### config.mk
export PLATFORM = sky130hd
export DESIGN_NAME = max_pool2
export DESIGN_NICKNAME = d
export VERILOG_FILES = /design/src/rtl/max_pool2_pkg.sv /design/src/rtl/max_pool2_agen.sv /design/src/rtl/max_pool2.sv
export SDC_FILE = /design/constraint.sdc
export NUM_CORES = 1
export LEC_CHECK = 0
export CAP_MARGIN = 20
export CORE_MARGIN = 4
export CORE_UTILIZATION = 30
export CTS_CLUSTER_DIAMETER = 100
export DETAILED_ROUTE_END_ITERATION = 8
export SYNTH_ARGS = -nofsm -noshare
export SYNTH_HDL_FRONTEND = slang
export SYNTH_HIERARCHICAL = 1
export SYNTH_SLANG_ARGS = --single-unit
export TNS_END_PERCENT = 10
### constraint.sdc
create_clock -name clk -period 2.2 [get_ports clk]
set_clock_uncertainty 0.05 [all_clocks]
set_input_delay 0.33 -clock clk [delete_from_list [all_inputs] [get_ports clk]]
set_output_delay 0.33 -clock clk [all_outputs]
set_load 0.02 [all_outputs]
### src/rtl/max_pool2_pkg.sv
// Shared constants and helpers for the max_pool2 stage (also used by conv2 / full_conn).
package max_pool2_pkg;

    localparam int unsigned DATA_W     = 32;
    localparam int unsigned ADDR_W     = 18;
    localparam int unsigned Q_FRAC     = 16;          // Q16.16 fraction bits
    localparam int unsigned FMAP_DIM   = 10;          // conv2 output width = height
    localparam int unsigned POOL_DIM   = FMAP_DIM / 2;
    localparam int unsigned FMAP_DEPTH = 16;
    localparam int unsigned POS_W      = 3;           // holds 0..POOL_DIM-1
    localparam int unsigned CH_W       = 4;           // holds 0..FMAP_DEPTH-1

    localparam logic [ADDR_W-1:0] SRC_BASE_ADDR = 18'd196608;
    localparam logic [ADDR_W-1:0] DST_BASE_ADDR = 18'd65536;

    typedef enum logic [1:0] {StIdle, StPool, StDrain, StDone} state_t;

    // Feature maps are stored as {z, y, x} with 5-bit y/x fields.
    function automatic logic [ADDR_W-1:0] pack_addr(input logic [ADDR_W-1:0] base,
                                                    input logic [CH_W-1:0]   z,
                                                    input logic [4:0]        y,
                                                    input logic [4:0]        x);
        return base + {4'd0, z, y, x};
    endfunction

endpackage

### src/rtl/max_pool2_agen.sv
// Read-side address generator: walks window/ox/oy/z and packs the source address.
module max_pool2_agen
    import max_pool2_pkg::*;
#(
    parameter logic [ADDR_W-1:0] SRC_BASE = SRC_BASE_ADDR,
    parameter int unsigned       IN_DIM   = FMAP_DIM,
    parameter int unsigned       DEPTH    = FMAP_DEPTH
) (
    input  logic              clk,
    input  logic              srstn,
    input  logic              run,
    output logic [1:0]        w,
    output logic [POS_W-1:0]  ox,
    output logic [POS_W-1:0]  oy,
    output logic [CH_W-1:0]   z,
    output logic              last,
    output logic [ADDR_W-1:0] addr
);

    localparam logic [POS_W-1:0] POS_LAST = POS_W'(IN_DIM / 2 - 1);
    localparam logic [CH_W-1:0]  CH_LAST  = CH_W'(DEPTH - 1);

    logic       w_wrap, ox_wrap, oy_wrap, z_wrap;
    logic [4:0] y_pix, x_pix;

    assign w_wrap  = (w == 2'd3);
    assign ox_wrap = (ox == POS_LAST);
    assign oy_wrap = (oy == POS_LAST);
    assign z_wrap  = (z == CH_LAST);

    // Window position fastest, then ox, oy, z; everything parks at 0 outside POOL.
    always_ff @(posedge clk) begin
        if (!srstn || !run) begin
            w  <= '0;
            ox <= '0;
            oy <= '0;
            z  <= '0;
        end else begin
            w <= w + 2'd1;
            if (w_wrap) begin
                ox <= ox_wrap ? '0 : ox + POS_W'(1);
                if (ox_wrap) begin
                    oy <= oy_wrap ? '0 : oy + POS_W'(1);
                    if (oy_wrap) begin
                        z <= z_wrap ? '0 : z + CH_W'(1);
                    end
                end
            end
        end
    end

    // w[1] is dy, w[0] is dx: pixel = 2*o + d.
    always_comb begin
        y_pix = 5'({oy, w[1]});
        x_pix = 5'({ox, w[0]});
        last  = run && w_wrap && ox_wrap && oy_wrap && z_wrap;
        addr  = run ? pack_addr(SRC_BASE, z, y_pix, x_pix) : '0;
    end

endmodule

### src/rtl/max_pool2.sv
// 2x2 / stride-2 max pooling of the conv2 fmap into the FC ifmap area.
module max_pool2
    import max_pool2_pkg::*;
#(
    parameter int unsigned           DATA_WIDTH = DATA_W,
    parameter int unsigned           ADDR_WIDTH = ADDR_W,
    parameter logic [ADDR_WIDTH-1:0] SRC_BASE   = SRC_BASE_ADDR,
    parameter logic [ADDR_WIDTH-1:0] DST_BASE   = DST_BASE_ADDR,
    parameter int unsigned           IN_DIM     = FMAP_DIM,
    parameter int unsigned           DEPTH      = FMAP_DEPTH
) (
    input  logic                  clk,
    input  logic                  srstn,
    input  logic                  enable,
    input  logic                  dram_valid,
    input  logic [DATA_WIDTH-1:0] data_in,
    output logic [DATA_WIDTH-1:0] data_out,
    output logic [ADDR_WIDTH-1:0] addr_in,
    output logic [ADDR_WIDTH-1:0] addr_out,
    output logic                  dram_en_rd,
    output logic                  dram_en_wr,
    output logic                  done
);

    state_t state_q, state_d;
    logic   drain_q;
    logic   run, last;

    logic [1:0]       w_a;
    logic [POS_W-1:0] ox_a, oy_a;
    logic [CH_W-1:0]  z_a;

    // Read-aligned copies of the counters (data_in arrives one cycle after the address).
    logic             rd_vld_q;
    logic [1:0]       w_q;
    logic [POS_W-1:0] ox_q, oy_q;
    logic [CH_W-1:0]  z_q;

    logic [DATA_WIDTH-1:0] max_q, win_max;
    logic                  win_end;

    // Read status is handshake-free; the strobe is accepted for sibling compatibility only.
    logic unused_dram_valid;
    assign unused_dram_valid = dram_valid;

    assign run        = (state_q == StPool);
    assign dram_en_rd = run;
    assign done       = (state_q == StDone);

    max_pool2_agen #(
        .SRC_BASE (SRC_BASE),
        .IN_DIM   (IN_DIM),
        .DEPTH    (DEPTH)
    ) u_agen (
        .clk   (clk),
        .srstn (srstn),
        .run   (run),
        .w     (w_a),
        .ox    (ox_a),
        .oy    (oy_a),
        .z     (z_a),
        .last  (last),
        .addr  (addr_in)
    );

    // State register plus the two-cycle drain counter.
    always_ff @(posedge clk) begin
        if (!srstn) begin
            state_q <= StIdle;
            drain_q <= 1'b0;
        end else begin
            state_q <= state_d;
            drain_q <= (state_q == StDrain) ? ~drain_q : 1'b0;
        end
    end

    // Next-state: DRAIN covers the read latency and the final write before DONE.
    always_comb begin
        state_d = state_q;
        unique case (state_q)
            StIdle:  if (enable) state_d = StPool;
            StPool:  if (last) state_d = StDrain;
            StDrain: if (drain_q) state_d = StDone;
            StDone:  state_d = StIdle;
            default: state_d = StIdle;
        endcase
    end

    // Delay valid and window coordinates by one cycle to line up with data_in.
    always_ff @(posedge clk) begin
        if (!srstn) begin
            rd_vld_q <= 1'b0;
            w_q      <= '0;
            ox_q     <= '0;
            oy_q     <= '0;
            z_q      <= '0;
        end else begin
            rd_vld_q <= run;
            w_q      <= w_a;
            ox_q     <= ox_a;
            oy_q     <= oy_a;
            z_q      <= z_a;
        end
    end

    // Strictly-greater keeps the earlier sample on a tie.
    always_comb begin
        win_max = ($signed(data_in) > $signed(max_q)) ? data_in : max_q;
        win_end = rd_vld_q && (w_q == 2'd3);
    end

    // Running maximum; the first sample of each window overwrites it.
    always_ff @(posedge clk) begin
        if (!srstn) begin
            max_q <= '0;
        end else if (rd_vld_q) begin
            max_q <= (w_q == 2'd0) ? data_in : win_max;
        end
    end

    // Write register: strobe for one cycle per window, data/address hold in between.
    always_ff @(posedge clk) begin
        if (!srstn) begin
            dram_en_wr <= 1'b0;
            data_out   <= '0;
            addr_out   <= '0;
        end else begin
            dram_en_wr <= win_end;
            if (win_end) begin
                data_out <= win_max;
                addr_out <= pack_addr(DST_BASE, z_q, 5'(oy_q), 5'(ox_q));
            end
        end
    end

endmodule

=== Yosys cells after proc, flatten, opt, wreduce, memory -nomap -nowiden ===
Cells that the tools add are included.

* Output and inout bits: 71
* Register bits after elaboration: 111

* Bitwise logic cells: 1
* Reduce and logical (&&, ||, !) cells: 14
* Add/sub/neg operators: 6
* Muxes and demuxes: 10
* Equal/unequal tests: 11
* Order comparisons: 1

{| class="wikitable"
|+ Operators by type and width
! operator !! count
|-
| 32-bit two-way mux || 2
|-
| 32-bit greater-than comparator || 1
|-
| 17-bit by 14-bit adder with 18-bit output, first input constant || 1
|-
| 17-bit by 15-bit adder with 18-bit output, first input constant || 1
|-
| 18-bit two-way mux || 1
|-
| 2-bit == test, second input constant || 4
|-
| 2-bit one-hot mux with 4 select lines || 1
|-
| 3-bit by 1-bit adder with 3-bit output, second input constant || 2
|-
| 3-bit == test, second input constant || 2
|-
| 2-bit two-way mux || 3
|-
| 3-bit two-way mux || 2
|-
| 2-bit inequality test, second input constant || 3
|-
| 3-bit AND reduction || 2
|-
| 1-bit logical AND || 5
|-
| 4-bit by 1-bit adder with 4-bit output, second input constant || 1
|-
| 4-bit == test, second input constant || 1
|-
| 2-bit zero test || 2
|-
| 4-bit two-way mux || 1
|-
| 2-bit AND reduction || 2
|-
| 2-bit by 1-bit adder with 2-bit output, second input constant || 1
|-
| 2-bit by 1-bit == test with 1-bit output, second input constant || 1
|-
| 1-bit zero test || 2
|-
| 1-bit logical OR || 1
|-
| 1-bit NOT || 1
|}

=== Depth between registers and ports, before layout ===
Gate-level depths: netlist of the first run.

* Depth in word-level cells: 7
* Gate-level depth with buffers: 10
* Mapped depth without buffers: 9

=== Cells and area by module ===
Netlist of the first run, hierarchy kept.

{| class="wikitable"
|+ Modules (own cells, without submodules)
! module !! area an instance (sq um) !! times used !! cells each !! seq. area each (sq um)
|-
| max_pool2 || 4543.1 || 1 || 559 || 1841.8
|-
| max_pool2_agen || 710.7 || 1 || 85 || 240.2
|}

=== Worst setup path before layout of the first run ===
Ideal clock, no wire load.

* Path type: flip-flop to flip-flop
* Start: register max_q[31]
* End: register data_out[16]
* Arrival time: 2.051 ns
* Setup time: 0.136 ns
* Slack: -0.037 ns
* Required time: 2.014 ns
* Cell stages (with the launch flop): 10
* Path through: dfxtp_1 inv_1 ha_1 nand4_2 nor4_1 o211ai_1 and4_1 buf_2 o21ai_0 a31oi_1

* Longest elaborated chain between the ends: 2

{| class="wikitable"
|+ RTL lines
! item !! line !! source
|-
| start, declared || max_pool2.sv:39 || <nowiki>logic [DATA_WIDTH-1:0] max_q, win_max;</nowiki>
|-
| start signal, assigned || max_pool2.sv:117 || <nowiki>max_q <= (w_q == 2'd0) ? data_in : win_max;</nowiki>
|-
| 32-bit greater-than comparator || max_pool2.sv:108 || <nowiki>win_max = ($signed(data_in) > $signed(max_q)) ? data_in : max_q;</nowiki>
|-
| 32-bit two-way mux || max_pool2.sv:108 ||
|-
| end signal, assigned || max_pool2.sv:130 || <nowiki>data_out <= win_max;</nowiki>
|-
| end, declared || max_pool2.sv:17 || <nowiki>output logic [DATA_WIDTH-1:0] data_out,</nowiki>
|}

No other way between the ends.
A chain may end at the register's enable or synchronous reset.

=== Worst setup path in the final report of the first run ===
* Start: register max_q[25]
* End: register max_q[17]

* Longest elaborated chain between the ends: 3

{| class="wikitable"
|+ RTL lines
! item !! line
|-
| 32-bit greater-than comparator || max_pool2.sv:108
|-
| 32-bit two-way mux || max_pool2.sv:108
|-
| 32-bit two-way mux || max_pool2.sv:117
|}

No other way between the ends.

==> results.md, run 1 <==
* Synth top area cells: dfxtp_1 (40%), ha_1 (10%), o21ai_0 (7.2%)
* Worst-Skew Late Latency at 0.36 ns
* Startpoint Class: flip-flop
* Worst R2R Path Depth at 12
* Via count at 5147
* Syn avg cell area at 8.158 um2
* Layout overhead on the synthesized area at 48.77%
* Final core area utilization at 45.35%
* Clk pin slew, worst setup/hold paths at 0.08 ns
* Synth cell count leaders: dfxtp_1 (104), o21ai_0 (76), nand3_1 (69)
* Post-synth EDFFs at 0
* CTS tree: yes
* WP data arrival at 2.70 ns
* Status: finished with violations
* IO Port Bufs at 94
* Global Route Usage Sum at 16.13%
* Width of the die at 140.3 um
* Final setup fails at 64
* # nets final at 888
* R2R Path End: max_q[17]$_SDFFE_PN0P_
* Vias in the first global route at 5118
* Final Cell Area at 0.007816 mm2
* Layout cells sized above 1 at 23.68%
* Count of pins over their slew limit at 0
* Antenna diodes at 0
* Root Buffer Master: clkbuf_16
* Placed cell area at 0.006955 mm2
* DR iter-0 viols at 337
* Vias/cell at 4.949
* Total CTS buffers at 9
* Cell type with the highest aggregate area in the netlist: dfxtp_1
* Post-detailed-route wirelength per cell at 15.33 um
* Fin crit period at 2.461 ns
* Tightest Hold Check Type: in2reg
* CP required at 2.44 ns
* Post-DP HPWL at 10930 um
* Hold EP: max_q[18]$_SDFFE_PN0P_
* Ys flop type: dfxtp_1
* Largest net degree at the start of global routing at 43
* Die height at 140.3 um
* Worst hold stages at 3
* Leakage at 3.016 nW
* First-pass GRT wire length at 26050 um
* Worst-path maximum fanout at 7
* Cell with the most instances after synthesis: dfxtp_1
* Core area at 0.01724 mm2
* Crit path kind: reg2reg
* Gpl congestion at 0.8276
* Unique masters post-synth at 46
* Mapped Area at 0.005254 mm2
* Register area share after synthesis at 39.63%
* Total Wirelength at 15950 um
* Max-cap violations at 0
* Pwr Total at 5.524 mW
* Synthesis-stage register bit count at 104
* Row cnt at 48
* Reg2Reg Setup Slack at -0.26 ns
* Worst Slack Setup Final at -0.2609 ns
* Placement Setup Slack at -0.7196 ns
* Global route overflow at 0
* Syn Inst Count at 644
* Max-slew headroom at 65.87%
* Worst Max-Slew Pin Slew at 0.5100 ns
* Hold Fails Final Rpt at 0
* Element type at the critical path end: flip-flop
* Total number of H-tree levels at 3
* Initial antenna violation count at 1
* Max Buffers Root-to-Sink at 2
* Unrepaired setup endpoints after global routing: yes
* Async set or reset register ratio after synthesis at 0%
* Warnings from Yosys at 6
* # clock sinks at 104
* Routed Antenna Nets at 0
* Die ar. at 0.01969 mm2
* Failing checks: negative setup slack
* TNS Setup at -13.60 ns
* IO Count at 107
* Initial core utilization at 30.48%
* Maximum clock rate at 406.4 MHz
* Reg2Reg Launch Point: max_q[25]$_SDFFE_PN0P_
* Hold Startpoint: data_in[18]
* Maximum VDD drop at 0.0004665 V
* Cell Pwr Density at 706.8 mW/mm2
* Top cell type's share of synthesized area at 39.63%
* Fin crit share at 111.9%
* Drt first pass iters at 5
* DRC viols at 0
-- where the power goes --
group | leakage (nW) | internal, mW | switching, mW
Sequential | 0.847 | 2.00 | 0.0761
Combinational | 2.03 | 0.890 | 0.932
Clock | 0.144 | 0.807 | 0.824
Total | 3.02 | 3.69 | 1.83
-- worst max path at each step --
stage | from | endpoint | slack, ns | cells after the start
after floorplan | max_q[27]$_SDFFE_PN0P_ | data_out[16]$_SDFFE_PN0P_ | 0.0003 | 10
after global placement | data_in[23] | data_out[15]$_SDFFE_PN0P_ | -0.77 | 10
after detailed placement | data_in[23] | data_out[6]$_SDFFE_PN0P_ | -0.72 | 10
after CTS | max_q[25]$_SDFFE_PN0P_ | max_q[17]$_SDFFE_PN0P_ | -0.20 | 12
after global routing | max_q[30]$_SDFFE_PN0P_ | max_q[17]$_SDFFE_PN0P_ | -0.35 | 11
final | max_q[25]$_SDFFE_PN0P_ | max_q[17]$_SDFFE_PN0P_ | -0.26 | 12
-- state kept, by name, indices dropped and copies added, names as in the netlist, 2 cells and up --
register and cells:
u_agen/z 4, w_q 2, max_q 32, u_agen/ox 3
u_agen/oy 3, oy_q 3, ox_q 3, u_agen/w 2
data_out 32, z_q 4, state_q 2, addr_out 11
-- cell families after synthesis --
family          after synthesis  share of synthesized area (%)
flops                       104                          39.63
compound gates              213                          22.51
xor+xnor                      3                         0.5002
fa+ha+maj                    42                          10.00
other cells                   2                         0.1429
mux                           2                         0.3811
simple gates                178                          18.08
buf+inv                     100                          8.764
-- timing repair --
action	in CTS	in global routing
pin swaps	53	22
endpoints found under the hold margin	0	0
setup endpoints to repair	77	66
cloned	5	1
gates resized for setup	118	27
hold buffers	0	0
setup buffers	10	4
-- cell usage in the layout (no fill, tap or decap), drive strengths merged, types with 7 or more instances in the layout --
| cell type | n |
|---|---|
| nor2 | 12 |
| clkbuf | 10 |
| clkdlybuf4s50 | 61 |
| nor3 | 7 |
| dfxtp | 104 |
| inv | 47 |
| nand4 | 10 |
| a21oi | 62 |
| nand3 | 71 |
| conb | 11 |
| ha | 42 |
| dlygate4sd2 | 31 |
| o21ai | 102 |
| and2 | 25 |
| nand2 | 35 |
| buf | 107 |
| a31oi | 33 |
-- worst max-delay path, cell delays in order, from the launching register on --
cell	delay, ns
dfxtp_2	0.35
inv_2	0.05
ha_4	0.25
nand4_1	0.15
buf_4	0.19
buf_6	0.11
nor4_4	0.19
nand3_2	0.15
buf_6	0.16
o221ai_4	0.32
buf_6	0.22
o21ai_2	0.07
a21oi_1	0.12
-- through the flow --
step           instances  hold slack, ns
2_1_floorplan        653          0.3674
3_3_place_gp        1004          0.3733
3_5_place_dp        1004          0.3757
4_1_cts             1035          0.3704
5_1_grt             1040          0.3910
6_report            1040          0.3759
-- metal layers --
layer | GRT usage [%] | up-vias | routed length, um
li1 | - | 2606 | -
met1 | 21.15 | 2385 | 7361
met2 | 25.98 | 127 | 7398
met3 | 4.063 | 27 | 813
met4 | 5.303 | 2 | 359
met5 | 0 | - | 13
-- final cells by class --
class | instances | area [um2]
Fill cell | 1714 | 9420
Multi-Input combinational cell | 449 | 3024
Sequential cell | 104 | 2100
Timing Repair Buffer | 204 | 1956
Tap cell | 225 | 281.5
Clock buffer | 9 | 225.2
Inverter | 42 | 157.7
Clock inverter | 7 | 72.57
Power figures use the tool's default switching activity.
==> run 2: changes to the inputs <==
--- a/config.mk
+++ b/config.mk
@@ -5,6 +5,7 @@
 export SDC_FILE = /design/constraint.sdc
 export NUM_CORES = 1
 export LEC_CHECK = 0
+export ABC_AREA = 1
 export CAP_MARGIN = 20
 export CORE_MARGIN = 4
 export CORE_UTILIZATION = 30
==> results.md, run 2 <==
* Filler cells at 2018 (was 1714)
* Main combinational cell family by area after synthesis: simple AND/OR/NAND/NOR gates (was compound AO/OA/AOI/OAI gates)
* Antenna diodes at 0 (unchanged)
* Largest stage delay, worst path at 0.38 ns (was 0.35 ns)
* Leakage at 3.849 nW (was 3.016 nW)
* Unique masters post-synth at 30 (was 46)
* Worst setup path start: max_q[20]$_SDFFE_PN0P_ (was max_q[25]$_SDFFE_PN0P_)
* Post-synth EDFFs at 0 (unchanged)
* Vias/cell at 4.385 (was 4.949)
* WP depth at 14 (was 12)
* Startpoint Class: flip-flop (unchanged)
* Xor/xnor share of the synthesized area at 0.2971% (was 0.5001%)
* Fin crit share at 100.4% (was 111.9%)
* Register area share after synthesis at 35.31% (was 39.63%)
* Part of the power in registers at 36.5% (was 37.5%)
* Ys flop type: dfxtp_1 (unchanged)
* Failing checks: negative setup slack (unchanged)
* Status: finished with violations (unchanged)
* DRC viols at 0 (unchanged)
* Total number of H-tree levels at 3 (unchanged)
* # nets final at 1100 (was 888)
* Largest net degree at the start of global routing at 67 (was 43)
* Worst-path maximum fanout at 8 (was 7)
* Final core area utilization at 43.32% (was 45.35%)
* Max Buffers Root-to-Sink at 2 (unchanged)
* Cell Int Power at 3.811 mW (was 3.693 mW)
* CP required at 2.38 ns (was 2.44 ns)
* Adder-cell area share of the yosys netlist at 8.913% (was 10.00%)
* Core area at 0.01940 mm2 (was 0.01724 mm2)
* Tightest Hold Check Type: reg2reg (was in2reg)
* Storage cell area at 0.002116 mm2 (was 0.002100 mm2)
* Clock power share at 29.4% (was 29.5%)
* Logic pwr share at 34.1% (was 33.0%)
* Worst R2R Path Depth at 14 (was 12)
* Cell type with the highest aggregate area in the netlist: dfxtp_1 (unchanged)
* Element type at the critical path end: flip-flop (unchanged)
* R2R Path End: max_q[13]$_SDFFE_PN0P_ (was max_q[17]$_SDFFE_PN0P_)
* Cell family with most CP delay: simple AND/OR/NAND/NOR gates (was buffers and inverters)
* Reg2Reg Launch Point: max_q[20]$_SDFFE_PN0P_ (was max_q[25]$_SDFFE_PN0P_)
* Worst Path Buf+Inv at 2 (was 5)
* Most frequent cells in the layout: nand2_1 (166), inv_1 (146), dfxtp_1 (79) (was dfxtp_1 (90), buf_4 (83), nand3_1 (69))
* Cell with the most instances after synthesis: nand2_1 (was dfxtp_1)
* Placed cell area at 0.007382 mm2 (was 0.006955 mm2)
* # clock sinks at 104 (unchanged)
* NetSw at 1.920 mW (was 1.832 mW)
* IO Count at 107 (unchanged)
* Synth top area cells: dfxtp_1 (35%), nand2_1 (13%), inv_1 (9.9%) (was dfxtp_1 (40%), ha_1 (10%), o21ai_0 (7.2%))
* Drt first pass iters at 4 (was 5)
* Synthesis-stage register bit count at 104 (unchanged)
* Crit path kind: reg2reg (unchanged)
* Top cell type's share of synthesized area at 35.31% (was 39.63%)
* Global route overflow at 0 (unchanged)
* Final setup fails at 2 (was 64)
* Max-cap violations at 0 (unchanged)
* Total Wirelength at 15760 um (was 15950 um)
* Worst Slack Setup Final at -0.008183 ns (was -0.2609 ns)
* CTS tree: yes (unchanged)
* Width of the die at 148.2 um (was 140.3 um)
* Synth cell count leaders: nand2_1 (207), inv_1 (155), dfxtp_1 (104) (was dfxtp_1 (104), o21ai_0 (76), nand3_1 (69))
* Most common cell after layout, fill and taps aside: nand2_1 (was dfxtp_1)
* Hold Fails Final Rpt at 0 (unchanged)
* Sw Share at 33.50% (was 33.16%)
* Mapped Area at 0.005896 mm2 (was 0.005254 mm2)
* Cell Pwr Density at 681.8 mW/mm2 (was 706.8 mW/mm2)
* Final Cell Area at 0.008404 mm2 (was 0.007816 mm2)
* Reg2Reg Setup Slack at -0.008 ns (was -0.26 ns)
* Initial antenna violation count at 0 (was 1)
* Layout overhead on the synthesized area at 42.55% (was 48.77%)
* Compound-cell area share of the yosys netlist at 13.07% (was 22.51%)
* Die ar. at 0.02196 mm2 (was 0.01969 mm2)
* Async set or reset register ratio after synthesis at 0% (unchanged)
* Worst-Skew Late Latency at 0.35 ns (was 0.36 ns)
* Maximum clock rate at 452.9 MHz (was 406.4 MHz)
* Initial core utilization at 30.39% (was 30.48%)
* Post-DP HPWL at 10560 um (was 10930 um)
* IO Port Bufs at 94 (unchanged)
* Syn avg cell area at 6.624 um2 (was 8.158 um2)
* Row cnt at 51 (was 48)
* Warnings from Yosys at 6 (unchanged)
* Global Route Usage Sum at 13.96% (was 16.13%)
* Routed Antenna Nets at 0 (unchanged)
* Mux cell area share after synthesis at 0% (was 0.3810%)
* Clk pin slew, worst setup/hold paths at 0.07 ns (was 0.08 ns)
* Biggest regs: data_out (32), max_q (32), addr_out (11) (unchanged)
* Critical path endpoint: max_q[13]$_SDFFE_PN0P_ (was max_q[17]$_SDFFE_PN0P_)
* Unrepaired setup endpoints after global routing: yes (unchanged)
* DR iter-0 viols at 324 (was 337)
* Maximum VDD drop at 0.0003707 V (was 0.0004665 V)
* First-pass GRT wire length at 25040 um (was 26050 um)
* Gpl congestion at 0.7791 (was 0.8276)
* Die height at 148.2 um (was 140.3 um)
* Area of the multi-input gates at 0.003487 mm2 (was 0.003024 mm2)
* Via count at 5661 (was 5147)
* Worst-path cell chain: inv_1, ha_1, a21oi_2, o21a_1, nand2_2, a21oi_4, nand2_2, nand2_4, nand3_4, buf_8, nand2_1, nand3_1, nand2_1, a21oi_2 (was inv_2, ha_4, nand4_1, buf_4, buf_6, nor4_4, nand3_2, buf_6, o221ai_4, buf_6, o21ai_2, a21oi_1)
* Syn Inst Count at 890 (was 644)
* Total CTS buffers at 9 (unchanged)
* Hold Buf Count CTS at 0 (unchanged)
* Layout cells sized above 1 at 22.22% (was 23.68%)
* Slowest cell on the critical path: dfxtp_1 (was dfxtp_2)
* Post-detailed-route wirelength per cell at 12.21 um (was 15.33 um)
* Fin crit period at 2.208 ns (was 2.461 ns)
* Vias in the first global route at 5033 (was 5118)
* Root Buffer Master: clkbuf_16 (unchanged)
* WP data arrival at 2.38 ns (was 2.70 ns)
* Count of pins over their slew limit at 0 (unchanged)
* Simple logic cell fraction of the synthesized area at 27.04% (was 18.08%)
==> run 2: cell types whose count changed in the layout (fill, tap and decap cells not counted), sizes merged, moves of 34 or more <==
cell	delta
buf	-34
inv	+113
nand2	+174
nor2	+74
o21ai	-53
==> run 2: logic make-up after synthesis <==
family	count (synthesis)
DFF	104
other	2
and+or+nand+nor	374
adders and majority gates	42
xor gates and xnor gates	2
buffers and inverters	216
AOI/OAI and AO/OA	150
==> run 2: worst min path at each step <==
stage | slack, ns | cells past startpoint | startpoint | to
5_1_grt | 0.42 | 2 | addr_out[2]$_SDFFE_PN0P_ | addr_out[2]$_SDFFE_PN0P_
6_report | 0.39 | 2 | addr_out[10]$_SDFFE_PN0P_ | addr_out[10]$_SDFFE_PN0P_
2_1_floorplan | 0.38 | 1 | u_agen/w[0]$_SDFF_PP0_ | u_agen/w[0]$_SDFF_PP0_
3_3_place_gp | 0.38 | 2 | addr_out[5]$_SDFFE_PN0P_ | addr_out[5]$_SDFFE_PN0P_
3_5_place_dp | 0.39 | 2 | addr_out[10]$_SDFFE_PN0P_ | addr_out[10]$_SDFFE_PN0P_
4_1_cts | 0.40 | 2 | addr_out[10]$_SDFFE_PN0P_ | addr_out[10]$_SDFFE_PN0P_
==> run 2: worst register-to-register path, delay by kind of cell, from the launching register on <==
family,cells,cell delay [ns]
buffers and inverters,2,0.26
flip-flops,1,0.38
AO/OA/AOI/OAI,4,0.54
adder cells (fa/ha/maj),1,0.19
AND/OR/NAND/NOR,7,0.67
==> run 2: cell type report <==
| class | instances | share of cell area [%] |
|---|---|---|
| Multi-Input combinational cell | 579 | 41.49 |
| Clock inverter | 2 | 0.4466 |
| Timing Repair Buffer | 168 | 18.58 |
| Clock buffer | 13 | 3.216 |
| Tap cell | 265 | 3.945 |
| Inverter | 160 | 7.146 |
| Sequential cell | 104 | 25.17 |
==> run 2: stage by stage <==
step | power (mW) | std cells | setup TNS [ns] | hold WS (ns) | setup slack, ns
after global placement | 3.673 | 1260 | -31.37 | 0.3801 | -0.5438
after global routing | 6.115 | 1291 | -9.770 | 0.4190 | -0.1925
after floorplan | 3.185 | 899 | 0 | 0.3797 | 0.2131
final | 5.730 | 1291 | -0.008620 | 0.3929 | -0.008183
after detailed placement | 3.692 | 1260 | -32.24 | 0.3856 | -0.5493
after CTS | 5.492 | 1278 | -0.3858 | 0.3956 | -0.03846
==> run 2: metal layers <==
layer	vias up	track usage (%)	part of all wire [%]
met5	-	0	0
met4	0	3.649	1.2
met3	11	3.108	4.2
met2	93	21.74	46
met1	2518	19.61	49
li1	3039	-	-
==> run 2: repair_timing <==
| item | 4_1_cts | 5_1_grt |
|---|---|---|
| pin swaps | 27 | 27 |
| buffers inserted | 3 | 10 |
| resized for setup | 94 | 119 |
| endpoints found under the setup margin | 76 | 67 |
| gates cloned | 0 | 2 |
==> run 2: power groups by stage <==
stage / Clock (mW) / Sequential [mW] / Combinational, mW
global route: 1.82 / 2.11 / 2.19
CTS: 1.75 / 2.08 / 1.66
floorplan: 0 / 2.10 / 1.09
global placement: 0 / 2.11 / 1.56
finish: 1.68 / 2.09 / 1.96
detailed placement: 0 / 2.12 / 1.58
==> run 3: changes to the inputs <==
--- a/config.mk
+++ b/config.mk
@@ -8,9 +8,10 @@
 export ABC_AREA = 1
 export CAP_MARGIN = 20
 export CORE_MARGIN = 4
-export CORE_UTILIZATION = 30
+export CORE_UTILIZATION = 48
 export CTS_CLUSTER_DIAMETER = 100
 export DETAILED_ROUTE_END_ITERATION = 8
+export PLACE_DENSITY = 0.77
 export SYNTH_ARGS = -nofsm -noshare
 export SYNTH_HDL_FRONTEND = slang
 export SYNTH_HIERARCHICAL = 1
==> results.md, run 3 (synthesized netlist as in run 2, its figures left out) <==
* Leakage at 3.966 nW (was 3.849 nW)
* Via count at 6087 (was 5661)
* First-pass GRT wire length at 25430 um (was 25040 um)
* Most common cell after layout, fill and taps aside: nand2_1 (unchanged)
* IO Count at 107 (unchanged)
* Reg2Reg Setup Slack at -0.14 ns (was -0.008 ns)
* Tightest Hold Check Type: in2reg (was reg2reg)
* Worst-Skew Late Latency at 0.36 ns (was 0.35 ns)
* Maximum VDD drop at 0.0003819 V (was 0.0003707 V)
* Unrepaired setup endpoints after global routing: yes (unchanged)
* Total CTS buffers at 9 (unchanged)
* Maximum clock rate at 428.0 MHz (was 452.9 MHz)
* Initial core utilization at 49.08% (was 30.39%)
* Global route overflow at 0 (unchanged)
* Cell Pwr Density at 684.8 mW/mm2 (was 681.8 mW/mm2)
* Startpoint Class: flip-flop (unchanged)
* Pwr Total at 5.800 mW (was 5.730 mW)
* Post-DP HPWL at 10020 um (was 10560 um)
* Failing checks: negative setup slack (unchanged)
* Core area at 0.01201 mm2 (was 0.01940 mm2)
* Initial antenna violation count at 0 (unchanged)
* IO Port Bufs at 94 (unchanged)
* Post-detailed-route wirelength per cell at 13.90 um (was 12.21 um)
* Fin crit period at 2.337 ns (was 2.208 ns)
* Drt first pass iters at 7 (was 4)
* Most frequent cells in the layout: nand2_1 (142), inv_1 (141), a21oi_1 (81) (was nand2_1 (166), inv_1 (146), dfxtp_1 (79))
* Root Buffer Master: clkbuf_16 (unchanged)
* Worst Slack Setup Final at -0.1366 ns (was -0.008183 ns)
* Worst Max-Slew Pin Slew at 0.7241 ns
* Final setup fails at 52 (was 2)
* Total Wirelength at 16440 um (was 15760 um)
* Max Buffers Root-to-Sink at 2 (unchanged)
* Row cnt at 40 (was 51)
* Hold Fails Final Rpt at 0 (unchanged)
* Worst-path maximum fanout at 10 (was 8)
* CTS tree: yes (unchanged)
* Status: finished with violations (unchanged)
* Routed Antenna Nets at 0 (unchanged)
* CP required at 2.44 ns (was 2.38 ns)
* WP data arrival at 2.57 ns (was 2.38 ns)
* Layout cells sized above 1 at 26.83% (was 22.22%)
* Max-cap violations at 0 (unchanged)
* Max-slew headroom at 51.72%
* Gpl congestion at 0.8432 (was 0.7791)
* Antenna diodes at 0 (unchanged)
* Die ar. at 0.01412 mm2 (was 0.02196 mm2)
* # nets final at 1109 (was 1100)
* Final core area utilization at 70.51% (was 43.32%)
* Fin crit share at 106.2% (was 100.4%)
* Clk pin slew, worst setup/hold paths at 0.07 ns (about the same)
* Global Route Usage Sum at 21.74% (was 13.96%)
* Width of the die at 118.8 um (was 148.2 um)
* Die height at 118.8 um (was 148.2 um)
* Count of pins over their slew limit at 0 (unchanged)
* Element type at the critical path end: flip-flop (unchanged)
* Largest net degree at the start of global routing at 69 (was 67)
* # clock sinks at 104 (unchanged)
* Vias/cell at 5.145 (was 4.385)
* Crit path kind: reg2reg (unchanged)
* DRC viols at 0 (unchanged)
* Vias in the first global route at 5505 (was 5033)
* Biggest regs: data_out (32), max_q (32), addr_out (11) (unchanged)
* Layout overhead on the synthesized area at 43.65% (was 42.55%)
* Total number of H-tree levels at 3 (unchanged)
* DR iter-0 viols at 487 (was 324)
## run 3: through the flow
stage,area (um2),hold slack (ns),setup WS [ns],instances,setup TNS (ns)
floorplan,5929,0.3797,0.2131,899,0
global placement,7322,0.3809,-0.5295,1152,-31.16
detailed placement,7322,0.3835,-0.5493,1152,-31.68
CTS,8030,0.3943,-0.03425,1181,-0.3215
global route,8469,0.4087,-0.2601,1183,-11.98
finish,8469,0.3787,-0.1366,1183,-3.964
## run 3: what timing repair did
action                                  CTS  global route
endpoints found under the setup margin   78            65
buffers inserted                         12             3
cloned                                    1             0
resized for setup                       145           123
hold buffers                              0             0
pin swaps                                48            49
## run 3: path summary, 6_finish.rpt
path / from / cells past startpoint / to
setup / recovery: max_q[31]$_SDFFE_PN0P_ / 14 / max_q[8]$_SDFFE_PN0P_
hold / removal: data_in[24] / 5 / max_q[24]$_SDFFE_PN0P_
setup reg to reg: max_q[31]$_SDFFE_PN0P_ / 14 / max_q[8]$_SDFFE_PN0P_
hold reg to reg: addr_out[1]$_SDFFE_PN0P_ / 2 / addr_out[1]$_SDFFE_PN0P_
## run 3: where the power goes
group	switching, mW	leakage, nW	total [mW]	internal, mW
clock network	0.764	0.138	1.55	0.782
logic	1.25	2.97	2.16	0.910
registers	0.0859	0.854	2.09	2.01
total	2.10	3.97	5.80	3.70
## run 3: final cells by class
| class | instances | area [um2] |
|---|---|---|
| clock inverter | 7 | 55.05 |
| clock buffer | 9 | 225.2 |
| multi-input combinational | 579 | 3625 |
| tap | 147 | 183.9 |
| sequential | 104 | 2123 |
| inverter | 160 | 600.6 |
| timing repair buffer | 177 | 1657 |
| fill | 940 | 3542 |
## run 3: layer usage
| layer | GRT usage (%) | up-vias | share of wire (%) |
|---|---|---|---|
| li1 | - | 3074 | - |
| met1 | 27.24 | 2783 | 43 |
| met2 | 36.13 | 210 | 49 |
| met3 | 6.125 | 20 | 7.0 |
| met4 | 7.024 | 0 | 1.5 |
| met5 | 0 | - | 0 |
## run 3: worst max-delay path, cell delays in order (launching register included)
cell and delay, ns:
dfxtp_2 0.33, inv_1 0.07, ha_4 0.28, nand2_1 0.08
nor2_2 0.15, nand2_2 0.10, inv_2 0.08, a21oi_4 0.06
buf_4 0.14, nand3_4 0.12, buf_4 0.20, nand4_1 0.21
nand3_1 0.19, nand2_1 0.07, a21oi_1 0.12
